<file path="src/rtl/led_pattern_sched.sv">
// led_pattern_sched: round-robin arbitrated byte FIFO feeding an LSB-first LED serializer.
// Optional build macro LED_SCHED_REPEAT_EN: replay the last byte instead of idling when the FIFO runs dry.
module led_pattern_sched #(
  parameter int DEPTH      = 8,
  parameter int BIT_CYCLES = 4
) (
  input  logic                   sys_clk,
  input  logic                   sys_rst_n,
  input  logic                   a_valid,
  input  logic [7:0]             a_data,
  output logic                   a_ready,
  input  logic                   b_valid,
  input  logic [7:0]             b_data,
  output logic                   b_ready,
  output logic                   user_led0,
  output logic                   busy,
  output logic [$clog2(DEPTH):0] level
);
  localparam int AW = $clog2(DEPTH);
  localparam int LW = AW + 1;
  localparam int HW = (BIT_CYCLES > 1) ? $clog2(BIT_CYCLES) : 1;

  localparam logic [0:0] ST_IDLE  = 1'b0;
  localparam logic [0:0] ST_SHIFT = 1'b1;
  localparam logic       RR_A     = 1'b0;
  localparam logic       RR_B     = 1'b1;

  logic [7:0]    mem_r [DEPTH];
  logic [AW-1:0] wr_ptr_r;
  logic [AW-1:0] rd_ptr_r;
  logic          rr_r;
  logic [0:0]    state_r;
  logic [7:0]    sreg_r;
  logic [2:0]    bit_idx_r;
  logic [HW-1:0] hold_r;

  logic          full_s;
  logic          nonempty_s;
  logic          wr_a_s;
  logic          wr_b_s;
  logic          push_s;
  logic          pop_s;
  logic          hold_last_s;
  logic          byte_end_s;
  logic [7:0]    wdata_s;
  logic [7:0]    head_s;

  // Handshake and pop decisions; full looks only at the registered level, so a pop never frees a slot early.
  always_comb begin
    full_s      = (level == LW'(DEPTH));
    nonempty_s  = (level != {LW{1'b0}});
    a_ready     = !full_s && !(b_valid && (rr_r == RR_B));
    b_ready     = !full_s && !(a_valid && (rr_r == RR_A));
    wr_a_s      = a_valid && a_ready;
    wr_b_s      = b_valid && b_ready;
    push_s      = wr_a_s || wr_b_s;
    if (wr_a_s) begin
      wdata_s = a_data;
    end else begin
      wdata_s = b_data;
    end
    head_s      = mem_r[rd_ptr_r];
    hold_last_s = (hold_r == HW'(BIT_CYCLES - 1));
    byte_end_s  = (state_r == ST_SHIFT) && hold_last_s && (bit_idx_r == 3'd7);
    if (state_r == ST_IDLE) begin
      pop_s = nonempty_s;
    end else begin
      pop_s = byte_end_s && nonempty_s;
    end
  end

  // Preference flips to the other requester after every accepted write.
  always_ff @(posedge sys_clk or negedge sys_rst_n) begin
    if (!sys_rst_n) begin
      rr_r <= RR_A;
    end else if (wr_a_s) begin
      rr_r <= RR_B;
    end else if (wr_b_s) begin
      rr_r <= RR_A;
    end else begin
      rr_r <= rr_r;
    end
  end

  // Pattern storage is deliberately left unreset.
  always_ff @(posedge sys_clk) begin
    if (push_s) begin
      mem_r[wr_ptr_r] <= wdata_s;
    end
  end

  // FIFO pointers and occupancy.
  always_ff @(posedge sys_clk or negedge sys_rst_n) begin
    if (!sys_rst_n) begin
      wr_ptr_r <= {AW{1'b0}};
      rd_ptr_r <= {AW{1'b0}};
      level    <= {LW{1'b0}};
    end else begin
      if (push_s) begin
        wr_ptr_r <= wr_ptr_r + AW'(1);
      end
      if (pop_s) begin
        rd_ptr_r <= rd_ptr_r + AW'(1);
      end
      case ({push_s, pop_s})
        2'b10:   level <= level + LW'(1);
        2'b01:   level <= level - LW'(1);
        default: level <= level;
      endcase
    end
  end

  // Serializer: a pop loads the byte and shows bit 0 at once, so back-to-back bytes leave no gap.
  always_ff @(posedge sys_clk or negedge sys_rst_n) begin
    if (!sys_rst_n) begin
      state_r   <= ST_IDLE;
      sreg_r    <= 8'h00;
      bit_idx_r <= 3'd0;
      hold_r    <= {HW{1'b0}};
      user_led0 <= 1'b0;
      busy      <= 1'b0;
    end else if (pop_s) begin
      state_r   <= ST_SHIFT;
      sreg_r    <= head_s;
      bit_idx_r <= 3'd0;
      hold_r    <= {HW{1'b0}};
      user_led0 <= head_s[0];
      busy      <= 1'b1;
    end else if (state_r == ST_SHIFT) begin
      if (!hold_last_s) begin
        hold_r <= hold_r + HW'(1);
      end else if (bit_idx_r != 3'd7) begin
        hold_r    <= {HW{1'b0}};
        bit_idx_r <= bit_idx_r + 3'd1;
        user_led0 <= sreg_r[bit_idx_r + 3'd1];
      end else begin
        hold_r    <= {HW{1'b0}};
        bit_idx_r <= 3'd0;
`ifdef LED_SCHED_REPEAT_EN
        user_led0 <= sreg_r[0];
`else
        state_r   <= ST_IDLE;
        user_led0 <= 1'b0;
        busy      <= 1'b0;
`endif
      end
    end else begin
      user_led0 <= 1'b0;
      busy      <= 1'b0;
    end
  end

endmodule

</file>
<file path="config.mk">
export PLATFORM = sky130hd
export DESIGN_NAME = led_pattern_sched
export DESIGN_NICKNAME = d
export VERILOG_FILES = /design/src/rtl/led_pattern_sched.sv
export SDC_FILE = /design/constraint.sdc
export NUM_CORES = 1
export LEC_CHECK = 0
export CAP_MARGIN = 15
export CORE_MARGIN = 2
export CORE_UTILIZATION = 35
export CTS_CLUSTER_SIZE = 25
export DETAILED_ROUTE_END_ITERATION = 10
export PLACE_DENSITY = 0.54
export REMOVE_ABC_BUFFERS = 1
export SETUP_SLACK_MARGIN = 0.02
export SLEW_MARGIN = 20
export SYNTH_ARGS = -nofsm -noshare
export SYNTH_HDL_FRONTEND = slang
export SYNTH_SLANG_ARGS = --single-unit
</file>
<file path="constraint.sdc">
create_clock -name sys_clk -period 4.84 [get_ports sys_clk]
set_clock_uncertainty 0.2 [all_clocks]
set_input_delay 0.726 -clock sys_clk [delete_from_list [all_inputs] [get_ports sys_clk]]
set_output_delay 0.726 -clock sys_clk [all_outputs]
set_load 0.01 [all_outputs]
</file>
==> out/metrics.cfg, run 1 <==
[clock_network]
post_cts_resized = 0
cts_tree = done
clk_latency_ps = 350
htreeDepth = 3
clk_path_buf_depth = 2
path_clk_slew_ps = 90
ctsHoldBuffers = 0
clock_tree.root_cell = clkbuf_8
post-cts-setup-buffers = 0
clock_sinks = 91
cts_buffers = 9

[logic_synthesis]
synth-seq-area-share = 0.661
synth_most_common_cell = edfxtp_1
ys_top_cells_by_count = edfxtp_1 (64), dfrtp_1 (27), nand2_1 (15)
netlist.area_leader.share = 0.489
synth_cell_type_count = 39
synth_edf_count = 64
postSynthAreaPerCell_um2 = 16.7
synth-seq-cells = 91
synthFlopType = edfxtp_1
yosys_warnings = 0
synthCells = 235
synth.area.top_cells = edfxtp_1 (49%), dfrtp_1 (17%), mux4_2 (6.3%)
synth_area_mm2 = 0.00393
synth_async_sr_flop_share = 0.297
yosys.area.top_type = edfxtp_1

[global_route]
grt_pass1_wl_um = 11100
antenna_found_initial = 0
grt_pass1_vias = 2077
grt_overflow = 0
gr-usage-all-layers = 0.127
grt_max_degree = 28

[setup_path]
startpoint_type = flop
required_ps = 4880
crit_path_max_fanout = 20
cp_data_arrival_time_ps = 3160
worst_setup_path_end_kind = flop
criticalPathCategory = reg -> reg

[timing]
finalCritPeriodShare = 0.644
fmax_mhz = 321
max_slew_margin = 0.392
fin_crit_ps = 3120
fin_ws_ps = 1720
worst_pin_slew_ps = 909
setup_viol = 0
setup_tns_ps = 0
slew_violations = 0
rsz0062_at_grt = false
finalHoldViolCount = 0

[power_and_ir_drop]
powerDensity_mw_per_mm2 = 555
ir_drop_mv = 0.241
p_leak_nw = 1.62

[cells_and_area]
fillers = 979
area_growth_pct = 15.9
final_layout_size_suffix_gt1_frac = 0.196
fin_area_mm2 = 0.00456
n_antenna_cell = 0
final_nets = 299

[floorplan]
die_y_um = 110
die_width_um = 110
core_area_mm2 = 0.0109
num_rows = 38
initial_core_util = 0.361
num_io_pins = 28
dieArea_mm2 = 0.0121

[drt]
viasPerCell = 4.89
via_count = 2036
drt_iter0_drc = 106
routed_wl_um = 6910
drc_errors = 0
first_pass_iters = 4
antenna_left = 0
wire_per_inst_um = 16.6

[job]
max_cap_viol_count = 0

[min_path]
hp-class = reg -> reg

[placed_design]
place_congestion = 0.736
numPortBuffers = 27
place_area_mm2 = 0.00437
place_ws_ps = 1500
hpwlAfterDp_um = 4650

[status]
status = finished, final reports clean

## flip-flops by register name (all words and copies together), names as in the netlist
| name | cells |
|---|---|
| rd_ptr_r | 3 |
| sreg_r | 8 |
| hold_r | 2 |
| mem_r | 64 |
| state_r | 1 |
| wr_ptr_r | 3 |
| bit_idx_r | 3 |
| busy | 1 |
| rr_r | 1 |
| user_led0 | 1 |
| level | 4 |
## layout make-up
class | count | area, um^2 | area share
sequential | 91 | 2600 | 0.570
tap | 140 | 175 | 0.0384
clock inverter | 7 | 58.8 | 0.0129
inverter | 5 | 18.8 | 0.00412
timing repair buffer | 34 | 323 | 0.0708
clock buffer | 9 | 124 | 0.0272
multi-input combinational | 130 | 1260 | 0.276
## routing by layer
metal	wire, um	track usage	part of all wire	vias to the layer above
met3	282	0.0388	0.041	6
met5	0	0	0	-
met1	3300	0.171	0.48	1013
met2	3260	0.201	0.47	37
met4	71	0.0325	0.010	0
li1	-	-	-	980
## report_power, final
part           switching [mW]  internal, mW
registers               0.185          1.08
clock network           0.286         0.198
logic                   0.355         0.423
## cell usage in the layout (no fill, tap or decap), types with 5 or more instances in the layout
| cell type | n |
|---|---|
| nand2_1 | 15 |
| clkbuf_8 | 9 |
| mux2i_1 | 8 |
| mux2_2 | 11 |
| xor2_1 | 5 |
| o21ai_0 | 5 |
| buf_4 | 7 |
| ha_1 | 8 |
| clkdlybuf4s50_1 | 27 |
| nor2_1 | 14 |
| edfxtp_1 | 64 |
| a21oi_1 | 11 |
| dfrtp_1 | 27 |
| mux4_1 | 7 |
| nand2b_1 | 5 |
| mux4_2 | 11 |
## final timing paths
check / startpoint / endpoint / slack [ps] / cells past startpoint
setup / recovery: bit_idx_r[0] / level[2] / 1720 / 11
hold / removal: hold_r[0] / hold_r[0] / 310 / 1
setup reg to reg: bit_idx_r[0] / level[2] / 1720 / 11
hold reg to reg: hold_r[0] / hold_r[0] / 310 / 1
max in group asynchronous: sys_rst_n / bit_idx_r[2] / 3640 / 2
min in group asynchronous: sys_rst_n / level[0] / 530 / 2
## kinds of logic after synthesis
logic type | count (synthesis) | synth area share
flops | 91 | 0.661
simple gates | 49 | 0.0684
mux | 38 | 0.165
compound gates | 26 | 0.0410
buf+inv | 14 | 0.0191
xor+xnor | 9 | 0.0200
fa+ha+maj | 8 | 0.0255
## metrics by stage
stage	hold WS (ps)	utilization	std cells	power, mW
after floorplan	230	-	226	1.78
after global placement	294	0.402	400	2.08
after detailed placement	301	0.402	400	2.09
after CTS	324	0.419	416	2.58
after global routing	335	0.419	416	2.70
final	314	0.419	416	2.53
## critical path, cell delays in order, from the launching register on
cell      delay [ps]
dfrtp_1          480
ha_1             240
ha_1             230
a21boi_0         500
nor2_4           200
ha_1             310
xor2_1           160
ha_1             180
a21oi_1          150
xor2_1           160
nor2_1            60
xor2_1           130
(Power assumes the default switching activity.)
==> inputs of run 2 (changes only) <==
==> constraint.sdc (replaced) <==
create_clock -name sys_clk -period 3.14 [get_ports sys_clk]
set_clock_uncertainty 0.2 [all_clocks]
set_input_delay 0.471 -clock sys_clk [delete_from_list [all_inputs] [get_ports sys_clk]]
set_output_delay 0.471 -clock sys_clk [all_outputs]
set_load 0.01 [all_outputs]
==> out/metrics.cfg, run 2 (same netlist as run 1, synthesis figures left out) <==
[setup_path]
criticalPathCategory = reg -> reg
crit_path_max_fanout = 6
worst_setup_path_end_kind = flop
reg2reg_from = bit_idx_r[0]
required_ps = 3180
startpoint = bit_idx_r[0]
startpoint_type = flop
cp_data_arrival_time_ps = 2760

[global_route]
use_met2 = 0.194
grt_pass1_vias = 2088
grt_max_degree = 28
grt_pass1_wl_um = 11400
grt_use_met3 = 0.0406
grt_use_met1 = 0.185
gr-usage-all-layers = 0.129
grt_overflow = 0
antenna_found_initial = 0
grt.busiest_layer = met2

[placed_design]
hpwlAfterDp_um = 4570
place_congestion = 0.703
numPortBuffers = 27

[timing]
fmax_mhz = 368
timing.hold.ws_ps = 283
max_slew_margin = 0.459
rsz0062_at_grt = false
setup_viol = 0
worst_pin_slew_ps = 812
slew_violations = 0
finalCritPeriodShare = 0.866
setup_tns_ps = 0
fin_crit_ps = 2720
finalHoldViolCount = 0

[clock_network]
clock_sinks = 91
path_clk_slew_ps = 90
htreeDepth = 3
clock_tree.root_cell = clkbuf_8
cts_tree = done
ctsHoldBuffers = 0
cts_buffers = 9
clk_latency_ps = 360
post-cts-setup-buffers = 0
post_cts_resized = 0
clk_path_buf_depth = 2

[cells_and_area]
layout_common_cells = edfxtp_1 (64), dfrtp_1 (27), clkdlybuf4s50_1 (27)
largest_reg_flops = 64
n_antenna_cell = 0
regMostFlops = mem_r
area_growth_pct = 17.5
fillers = 978
final_common_cell = edfxtp_1
final_nets = 307
largestRegisters = mem_r x64, sreg_r x8, level x4
final_layout_size_suffix_gt1_frac = 0.218

[drt]
drt_iter0_drc = 88
via_count = 2084
wire_per_inst_um = 16.6
viasPerCell = 4.92
antenna_left = 0
routed_wl_um = 7020
first_pass_iters = 4
drc_errors = 0

[floorplan]
initial_core_util = 0.361
dieArea_mm2 = 0.0121
num_io_pins = 28
core_area_mm2 = 0.0109
die_width_um = 110
num_rows = 38
die_y_um = 110

[power_and_ir_drop]
powerDensity_mw_per_mm2 = 854
p_leak_nw = 1.66
ir_drop_mv = 0.362

[status]
status = finished, final reports clean

[job]
max_cap_viol_count = 0

[min_path]
hp-class = in -> async

run 2: worst max-delay path, stage by stage (launching register included):
cell	delay (ps)
dfrtp_1	470
ha_1	240
ha_1	220
a21boi_0	180
buf_4	160
nor2_4	40
ha_1	240
xor2_1	170
ha_1	200
a21oi_1	140
xor2_1	160
nor2_1	60
xor2_1	140
run 2: through the flow:
stage          instances  area, um^2  power [mW]  setup WS [ps]   util
2_1_floorplan        226        3880        2.75            316      -
3_3_place_gp         408        4430        3.22            408  0.407
3_5_place_dp         408        4430        3.25            334  0.407
4_1_cts              424        4620        4.02            410  0.424
5_1_grt              424        4620        4.21            262  0.424
6_report             424        4620        3.95            422  0.424
run 2: path summary, 6_finish.rpt:
check,slack [ps],depth (start not counted),to
max,420,12,level[2]
min,280,2,level[0]
max reg2reg,420,12,level[2]
min reg2reg,310,1,hold_r[0]
max in group asynchronous,2180,2,rd_ptr_r[1]
min in group sys_clk,310,1,hold_r[0]
run 2: power breakdown:
group | switching (mW) | internal [mW] | leakage, nW
sequential | 0.296 | 1.67 | 0.901
combinational | 0.549 | 0.679 | 0.663
clock | 0.447 | 0.307 | 0.0984
total | 1.29 | 2.66 | 1.66
run 2: metal layers:
layer | up-vias | wire length (um)
met5 | - | 0
met1 | 1056 | 3410
li1 | 989 | -
met2 | 31 | 3280
met3 | 8 | 251
met4 | 0 | 74
run 2: layout make-up:
| type | count | area, um^2 | share of cell area |
|---|---|---|---|
| Timing Repair Buffer | 42 | 383 | 0.0829 |
| Tap cell | 140 | 175 | 0.0379 |
| Multi-Input combinational cell | 130 | 1260 | 0.273 |
| Inverter | 5 | 18.8 | 0.00406 |
| Clock inverter | 7 | 62.6 | 0.0135 |
| Clock buffer | 9 | 124 | 0.0268 |
| Sequential cell | 91 | 2600 | 0.562 |
==> inputs of run 3 (changes only) <==
--- a/config.mk
+++ b/config.mk
@@ -6,11 +6,13 @@
 export NUM_CORES = 1
 export LEC_CHECK = 0
 export CAP_MARGIN = 15
+export CORE_ASPECT_RATIO = 2
 export CORE_MARGIN = 2
 export CORE_UTILIZATION = 35
 export CTS_CLUSTER_SIZE = 25
 export DETAILED_ROUTE_END_ITERATION = 10
 export PLACE_DENSITY = 0.54
+export RECOVER_POWER = 50
 export REMOVE_ABC_BUFFERS = 1
 export SETUP_SLACK_MARGIN = 0.02
 export SLEW_MARGIN = 20
==> constraint.sdc (replaced) <==
create_clock -name sys_clk -period 3.3 [get_ports sys_clk]
set_clock_uncertainty 0.2 [all_clocks]
set_input_delay 0.495 -clock sys_clk [delete_from_list [all_inputs] [get_ports sys_clk]]
set_output_delay 0.495 -clock sys_clk [all_outputs]
set_load 0.01 [all_outputs]
==> out/metrics.cfg, run 3 (same netlist as run 1, synthesis figures left out) <==
[drt]
drc_errors = 0
routed_wl_um = 7440
first_pass_iters = 4
antenna_left = 0
via_count = 2102
wire_per_inst_um = 17.5
drt_iter0_drc = 57
viasPerCell = 4.96

[min_path]
hp-class = reg -> reg
worstHoldPathCells = 1
hold_start = hold_r[0]
hold_end = hold_r[0]

[floorplan]
num_io_pins = 28
die_y_um = 154
die_width_um = 79.0
dieArea_mm2 = 0.0122
core_area_mm2 = 0.0109
num_rows = 54
initial_core_util = 0.359

[timing]
finalCritPeriodShare = 0.867
slew_violations = 0
fmax_mhz = 349
timing.hold.ws_ps = 316
finalHoldViolCount = 0
max_slew_margin = 0.0189
setup_tns_ps = 0
worst_pin_slew_ps = 1470
setup_viol = 0
fin_crit_ps = 2860
fin_ws_ps = 438
rsz0062_at_grt = false

[setup_path]
crit_buf_inv = 1
reg2reg_from = bit_idx_r[0]
path_cells = ha_1 -> ha_1 -> a21boi_0 -> clkbuf_1 -> nor2_1 -> ha_1 -> xor2_1 -> ha_1 -> a21oi_1 -> xor2_1 -> nor2_1 -> xor2_1
r2r_slack_ps = 440
cp_data_arrival_time_ps = 2880
ff2ff_path_depth = 12
required_ps = 3320
crit_top_cell = ha_1
crit_path_max_fanout = 6
worst_setup_path_end_kind = flop
rr_endpoint = level[2]
startpoint_type = flop
criticalPathCategory = reg -> reg
crit_family = adder cells
crit_slowest_cell = dfrtp_1
max_stage_delay_ps = 460

[cells_and_area]
area_growth_pct = 19.1
final_layout_size_suffix_gt1_frac = 0.169
final_nets = 307
final_cells = 424
fin_area_mm2 = 0.00468
layout_common_cells = edfxtp_1 (64), dfrtp_1 (27), clkdlybuf4s50_1 (20)
final_common_cell = edfxtp_1
largest_reg_flops = 64
post-route-util = 0.428
regMostFlops = mem_r
largestRegisters = mem_r x64, sreg_r x8, level x4
n_antenna_cell = 0

[clock_network]
post_cts_resized = 0
clk_latency_ps = 340
clk_path_buf_depth = 2
cts_buffers = 9
cts_tree = done
clock_sinks = 91
post-cts-setup-buffers = 0
path_clk_slew_ps = 70
ctsHoldBuffers = 0
clock_tree.root_cell = clkbuf_16
htreeDepth = 3

[power_and_ir_drop]
power_mw = 4.06
ir_drop_mv = 0.388
p_leak_nw = 1.67
powerDensity_mw_per_mm2 = 866

[placed_design]
numPortBuffers = 27
hpwlAfterDp_um = 5030
place_congestion = 0.701
place_ws_ps = 334
dp_cells = 408
place_area_mm2 = 0.00443

[global_route]
gr-usage-all-layers = 0.135
grt_overflow = 0
grt_pass1_wl_um = 11800
grt_max_degree = 28
grt_pass1_vias = 2111
antenna_found_initial = 0

[status]
status = finished, final reports clean

[job]
max_cap_viol_count = 0

==> run 3: area by class of cell <==
cell class,instances,area [um^2]
clock buffers,9,225
clock inverters,7,82.6
fillers,1024,6260
inverters,5,18.8
multi-input cells,130,1240
flip-flops and latches,91,2600
well taps,140,175
repair buffers,42,345
==> run 3: worst register-to-register path, stage by stage (launching register included) <==
cell	delay, ps
dfrtp_1	460
ha_1	240
ha_1	220
a21boi_0	180
clkbuf_1	180
nor2_1	100
ha_1	280
xor2_1	160
ha_1	200
a21oi_1	170
xor2_1	160
nor2_1	60
xor2_1	140
==> run 3: how the worst max path moves through the flow <==
stage / from / end / slack [ps] / depth (start not counted)
3_5_place_dp: a_valid / level[2] / 330 / 11
4_1_cts: bit_idx_r[0] / level[2] / 530 / 12
6_report: bit_idx_r[0] / level[2] / 440 / 12
2_1_floorplan: bit_idx_r[0] / level[2] / 480 / 11
5_1_grt: bit_idx_r[0] / level[2] / 220 / 12
3_3_place_gp: a_valid / level[2] / 410 / 11
==> run 3: layer usage <==
layer,wire length (um),GRT usage,up-vias
met5,0,0,-
met4,141,0.0517,0
met3,195,0.0317,8
met2,4320,0.249,29
met1,2780,0.145,1068
li1,-,-,997
==> run 3: where the power goes <==
group / leakage (nW) / internal [mW] / switching [mW]
registers: 0.901 / 1.59 / 0.281
logic: 0.621 / 0.606 / 0.528
clock network: 0.145 / 0.600 / 0.449
